==> src/rtl/uart_baud_gen.sv <==
// UART baud-rate generator: rx oversampling tick, tx bit tick, baud square wave.
// Run-time rate select from four divisors, switched only at bit boundaries.
module uart_baud_gen #(
   parameter int DIV_W = 8,
   parameter int OVS   = 16,
   parameter int DIV0  = 33,
   parameter int DIV1  = 16,
   parameter int DIV2  = 65,
   parameter int DIV3  = 130
) (
   input  logic       osc_clk,
   input  logic       nrst,
   input  logic       en,
   input  logic [1:0] div_sel,
   output logic       rx_tick,
   output logic       tx_tick,
   output logic       bd_clk,
   output logic       rate_ack,
   output logic [1:0] cur_sel
);

   localparam int OVS_W = $clog2(OVS);

   localparam logic [DIV_W-1:0] MAX0 = DIV_W'(DIV0 - 1);
   localparam logic [DIV_W-1:0] MAX1 = DIV_W'(DIV1 - 1);
   localparam logic [DIV_W-1:0] MAX2 = DIV_W'(DIV2 - 1);
   localparam logic [DIV_W-1:0] MAX3 = DIV_W'(DIV3 - 1);

   localparam logic [OVS_W-1:0] OVS_TOP  = OVS_W'(OVS - 1);
   localparam logic [OVS_W-1:0] OVS_HALF = OVS_W'(OVS / 2);

   logic [DIV_W-1:0] div_cnt;
   logic [DIV_W-1:0] div_max;
   logic [OVS_W-1:0] ovs_cnt;
   logic [OVS_W-1:0] ovs_nxt;
   logic             div_wrap;
   logic             bit_end;
   logic             req;
   logic             apply;
   logic             pend;
   logic             ack_d;

   // Terminal count of the divisor selected by the active (registered) rate
   always_comb begin
      div_max = MAX0;
      unique case (cur_sel)
         2'd0:    div_max = MAX0;
         2'd1:    div_max = MAX1;
         2'd2:    div_max = MAX2;
         2'd3:    div_max = MAX3;
         default: div_max = MAX0;
      endcase
   end

   assign div_wrap = (div_cnt == div_max);
   assign bit_end  = div_wrap && (ovs_cnt == OVS_TOP);
   assign ovs_nxt  = ovs_cnt + OVS_W'(div_wrap);
   assign req      = (div_sel != cur_sel);
   assign apply    = en && bit_end && pend && req;

   // Divisor and oversample counters with registered tick / square-wave outputs
   always_ff @(posedge osc_clk or negedge nrst) begin
      if (!nrst) begin
         div_cnt <= '0;
         ovs_cnt <= '0;
         rx_tick <= 1'b0;
         tx_tick <= 1'b0;
         bd_clk  <= 1'b0;
      end else if (!en) begin
         div_cnt <= '0;
         ovs_cnt <= '0;
         rx_tick <= 1'b0;
         tx_tick <= 1'b0;
         bd_clk  <= 1'b0;
      end else begin
         div_cnt <= div_wrap ? '0 : div_cnt + DIV_W'(1);
         ovs_cnt <= ovs_nxt;
         rx_tick <= div_wrap;
         tx_tick <= bit_end;
         bd_clk  <= (ovs_nxt >= OVS_HALF);
      end
   end

   // Rate switch: immediate while idle, otherwise deferred to the bit boundary
   always_ff @(posedge osc_clk or negedge nrst) begin
      if (!nrst) begin
         cur_sel  <= 2'd0;
         pend     <= 1'b0;
         ack_d    <= 1'b0;
         rate_ack <= 1'b0;
      end else begin
         rate_ack <= ack_d;
         if (!en) begin
            cur_sel <= div_sel;
            ack_d   <= req;
            pend    <= 1'b0;
         end else if (apply) begin
            cur_sel <= div_sel;
            ack_d   <= 1'b1;
            pend    <= 1'b0;
         end else begin
            ack_d   <= 1'b0;
            pend    <= req;
         end
      end
   end

endmodule

==> config.mk <==
export PLATFORM = sky130hd
export DESIGN_NAME = uart_baud_gen
export DESIGN_NICKNAME = d
export VERILOG_FILES = /design/src/rtl/uart_baud_gen.sv
export SDC_FILE = /design/constraint.sdc
export NUM_CORES = 1
export LEC_CHECK = 0
export CORE_MARGIN = 2
export CORE_UTILIZATION = 35
export DETAILED_ROUTE_END_ITERATION = 10
export DONT_BUFFER_PORTS = 1
export SETUP_SLACK_MARGIN = 0.2
export SLEW_MARGIN = 20
export SYNTH_ARGS = -nofsm -noshare
export SYNTH_HDL_FRONTEND = slang
export SYNTH_SLANG_ARGS = --single-unit
==> constraint.sdc <==
create_clock -name osc_clk -period 2 [get_ports osc_clk]
set_input_delay 0.4 -clock osc_clk [delete_from_list [all_inputs] [get_ports osc_clk]]
set_output_delay 0.4 -clock osc_clk [all_outputs]
set_load 0.01 [all_outputs]
-- Word level (Yosys, flattened, before mapping)
Cells that the tools add are included.
- $lt $le $gt $ge: 1
- equality and inequality tests: 7
- multiplexer cells: 13
- $add $sub $neg: 2
- reductions and logical operators: 5
- operators by type and width (cell ; count):
    $pmux 8 s4 ; 1
    $mux 8 ; 2
    $add 8x1->8 const B ; 1
    $eq 8x8->1 ; 1
    $mux 1 ; 7
    $add 4x1->4 ; 1
    $eq 2x2->1 const B ; 2
    $eq 4x4->1 const B ; 1
    $ge 4x4->1 const B ; 1
    $logic_and 1x1->1 ; 4
    $mux 2 ; 2
    $mux 4 ; 1
    $eq 2x1->1 const B ; 1
    $logic_not 2->1 ; 1
    $ne 2x1->1 const B ; 1
    $ne 2x2->1 ; 1
- output and inout port bits: 6
- register bits after elaboration: 20
- input bits: 5

-- Depth between registers and ports, before layout
- depth in word-level cells: 9
- mapped depth: 8
- gate-level depth less buffers: 7

-- Least setup slack after synthesis
No wires, ideal clock.
- path kind: register to register
- start: register cur_sel[1]
- end: register ovs_cnt[1]
- period minus slack after synthesis: 1.993 ns
- data arrival time: 1.874 ns
- stages on the path, launching flop included: 8
- required time: 1.881 ns
- setup time: 0.119 ns
- path slack: 0.007 ns
- cells stage by stage: dfrtp_1 -> buf_6 -> and4b_1 -> o221ai_2 -> nor4_1 -> ha_1 -> ha_1 -> and2_1
- word-level cells in the longest chain between the ends: 5
- elaborated cells on any way between the ends: 8
- those cells by class: add/sub: 1; eq/ne: 4; mux: 2; reduce/logical: 1
- ends and longest elaborated chain (element ; line ; text):
    start, declared ; 19 ; output logic [1:0] cur_sel
    start signal, assigned ; 94 ; cur_sel <= div_sel;
    start signal, assigned ; 98 ; cur_sel <= div_sel;
    $eq 2x2->1, or another cell as far along ; 46 ; unique case (cur_sel)
    $pmux 8 s4 (*) ; 46 ;
    $eq 8x8->1 (*) ; 55 ; assign div_wrap = (div_cnt == div_max);
    $add 4x1->4 (*) ; 57 ; assign ovs_nxt = ovs_cnt + OVS_W'(div_wrap);
    $mux 4 (*) ; 69 ; end else if (!en) begin
    end signal, assigned ; 77 ; ovs_cnt <= ovs_nxt;
    end, declared ; 34 ; logic [OVS_W-1:0] ovs_cnt;
Mark *: on every way between the ends. The rest lies on a longest branch, timed or not. The select of a mux whose other input is x is not followed.
A chain may end at the register's enable or synchronous reset.

-- Worst setup path after layout
- start: register div_cnt[5]
- end: register ovs_cnt[1]
- word-level cells in the longest chain between the ends: 3
- ends and longest elaborated chain (element ; line ; text):
    start, declared ; 32 ; logic [DIV_W-1:0] div_cnt;
    start signal, assigned ; 76 ; div_cnt <= div_wrap ? '0 : div_cnt + DIV_W'(1);
    $eq 8x8->1 ; 55 ;
    $add 4x1->4 ; 57 ;
    $mux 4 ; 69 ;
Every way passes these cells.

==> results.sh <==
export IMPL_status="finished clean"
export IMPL_pre_cts_ws_ns=0.1426
export IMPL_hp_class="input pin to register"
export IMPL_cts_tree="yes"
export IMPL_gp_congestion=0.7607
export IMPL_end_kind="register"
export IMPL_core_mm2=0.002686
export IMPL_gr_total_overflow=0
export IMPL_synth_cell_type_count=28
export IMPL_cpPeakStageDelay_ns=0.46
export IMPL_syn_nets=93
export IMPL_finalInstanceArea_mm2=0.001155
export IMPL_crit_fanout=5
export IMPL_start_util_pct=35.96
export IMPL_netlist_area_um2=965.9
export IMPL_cp_top_family="flip-flops"
export IMPL_ys_top_cells_by_area="dfrtp_1 (52%), nor2_1 (5.8%), xor2_1 (5.4%), xnor2_1 (4.5%), ha_1 (3.9%)"
export IMPL_path_class="register to register"
export IMPL_synthFlopType="dfrtp_1"
export IMPL_drc_errors=0
export IMPL_via_per_inst=5.062
export IMPL_io_pins=11
export IMPL_final_hold_violation_count=0
export IMPL_cp_start_kind="register"
export IMPL_die_w_um=56.54
export IMPL_drive_gt1_share_pct=30.61
export IMPL_async_flop_share_pct=100.0
export IMPL_static_leakage_power_nw=0.5283
export IMPL_yosysMostFrequentCell="dfrtp_1"
export IMPL_synth_edff_count=0
export IMPL_antenna_found_initial=0
export IMPL_wire_per_inst_um=13.03
export IMPL_first_iter_violations=12
export IMPL_dpl_hpwl_um=1237
export IMPL_clkTransAtPathRegs_ns=0.11
export IMPL_area_growth_pct=19.56
export IMPL_drv_cap=0
export IMPL_setup_viol=0
export IMPL_fin_ws_ns=0.1751
export IMPL_finClkSkew_ns=0.001893
export IMPL_placedCellCount=120
export IMPL_rsz0062_at_grt="true"
export IMPL_yosys_area_top_type_share_pct=51.81
export IMPL_period_needed_ns=1.825
export IMPL_ys_top_cells_by_count="dfrtp_1 (20), nor2_1 (15), xor2_1 (6)"
export IMPL_fin_crit_sh_pct=91.24
export IMPL_syn_avg_cell_area_um2=11.36
export IMPL_diodes=0
export IMPL_grt_pass1_vias=669
export IMPL_grt_max_degree=21
export IMPL_cellPowerDensity_mw_per_mm2=740.5
export IMPL_tightest_slew_ns=0.8694
export IMPL_ys_seq_elements=20
export IMPL_ys_warn_count=0
export IMPL_achievable_frequency_mhz=548.0
export IMPL_die_area_mm2=0.003196
export IMPL_antenna_left=0
export IMPL_slowest_stage="dfrtp_2"
export IMPL_drt_pass1_iter_count=4
export IMPL_cp_num_buf_inv=0
export IMPL_row_count=19
export IMPL_fin_setup_tns_ns=0
export IMPL_grt_pass1_wl_um=2849
export IMPL_fin_cells=129
export IMPL_io_buffers=0
export IMPL_vias=653
export IMPL_htreeDepth=1
export IMPL_crit_arrival_ns=2.03
export IMPL_synth_cells=85
export IMPL_grt_use_total_pct=11.43
export IMPL_final_nets=107
export IMPL_drv_slew=0
export IMPL_die_h_um=56.54
export IMPL_root_buffer="clkbuf_4"
export IMPL_cts_buffer_depth=2
export IMPL_ir_drop_uv=480.7
export IMPL_cts_buffers=3
export IMPL_required_ns=2.20
export IMPL_cts_sinks=20
export IMPL_relSlewSlack_pct=41.85
export IMPL_drt_total_wl_um=1681
export IMPL_yosysSeqAreaShare_pct=51.81
export IMPL_synth_largest_area_cell="dfrtp_1"
export IMPL_cp_cell_sequence="o32a_1, nor4_2, ha_2, ha_1, and2_1"
export IMPL_clock_latency_ns=0.30
export IMPL_place_area_mm2=0.001041
==> final cells by class <==
type | count | area [um2]
fillers | 264 | 1531
repair buffers | 11 | 88.84
well taps | 31 | 38.79
clock buffers | 4 | 36.28
flip-flops and latches | 20 | 504.2
multi-input cells | 59 | 471.7
inverters | 4 | 15.01
==> cell usage in the layout (no fill, tap or decap), drive strengths merged, types with 2 or more instances in the layout <==
| cell type | netlist | layout |
|---|---|---|
| inv | 4 | 4 |
| nor3 | 2 | 2 |
| ha | 3 | 3 |
| nand3 | 3 | 3 |
| mux2 | 2 | 2 |
| dfrtp | 20 | 20 |
| xor2 | 6 | 6 |
| xnor2 | 5 | 5 |
| o41ai | 2 | 2 |
| buf | 1 | 10 |
| and2 | 4 | 4 |
| and3 | 2 | 2 |
| nand4 | 3 | 3 |
| nor2b | 3 | 3 |
| nor2 | 15 | 15 |
| clkbuf | 1 | 4 |
==> worst paths after layout <==
kind / cells after the start / to / slack (ns) / start
max in group asynchronous: 1 / cur_sel[1] / 0.76 / nrst
setup reg to reg: 5 / ovs_cnt[1] / 0.18 / div_cnt[5]
hold reg to reg: 0 / rate_ack / 0.36 / ack_d
min in group asynchronous: 1 / tx_tick / 0.65 / nrst
setup / recovery: 5 / ovs_cnt[1] / 0.18 / div_cnt[5]
hold / removal: 1 / rx_tick / 0.22 / en
==> cells by family (layout without fill, tap and decap cells) <==
logic type	Yosys count	count (layout)	share of synthesized area, %
AOI/OAI and AO/OA	7	7	9.327
xor gates and xnor gates	11	11	9.974
adders and majority gates	3	3	3.886
buffers and inverters	6	19	3.108
DFF	20	20	51.81
muxes	2	2	2.331
and+or+nand+nor	36	36	19.56
==> worst register-to-register path, stage by stage (launching register included) <==
cell and delay [ns]:
dfrtp_2 0.46, o32a_1 0.37, nor4_2 0.30, ha_2 0.23, ha_1 0.21, and2_1 0.15
==> per-stage QoR <==
stage	utilization (%)	total power, mW	hold slack [ns]
after floorplan	-	0.5490	0.1044
after global placement	38.75	0.5891	0.1050
after detailed placement	38.75	0.5904	0.1050
after CTS	41.78	0.8517	0.2101
after global routing	42.99	0.9047	0.2021
final	42.99	0.8551	0.2213
==> where the power goes <==
group / total [mW] / internal, mW / switching [mW]
registers: 0.453 / 0.429 / 0.0237
clock network: 0.231 / 0.111 / 0.120
logic: 0.171 / 0.0876 / 0.0836
total: 0.855 / 0.628 / 0.227
==> flip-flops by register name, indices dropped and copies added (netlist names) <==
register and cells:
bd_clk 1, div_cnt 8, rate_ack 1, rx_tick 1, ovs_cnt 4, ack_d 1, tx_tick 1, pend 1
cur_sel 2
==> what timing repair did <==
action / CTS / global route
hold buffers: 1 / 0
endpoints found under the hold margin: 20 / 0
endpoints found under the setup margin: 6 / 15
setup buffers: 4 / 0
pin swaps: 0 / 2
resized for setup: 1 / 10
==> per-layer routing <==
| metal | track usage, % | wire (um) | up-vias |
|---|---|---|---|
| li1 | - | - | 320 |
| met1 | 13.55 | 766 | 315 |
| met2 | 19.77 | 834 | 14 |
| met3 | 1.613 | 47 | 4 |
| met4 | 6.122 | 32 | 0 |
| met5 | 0 | 0 | - |
(Power assumes the default switching activity.)
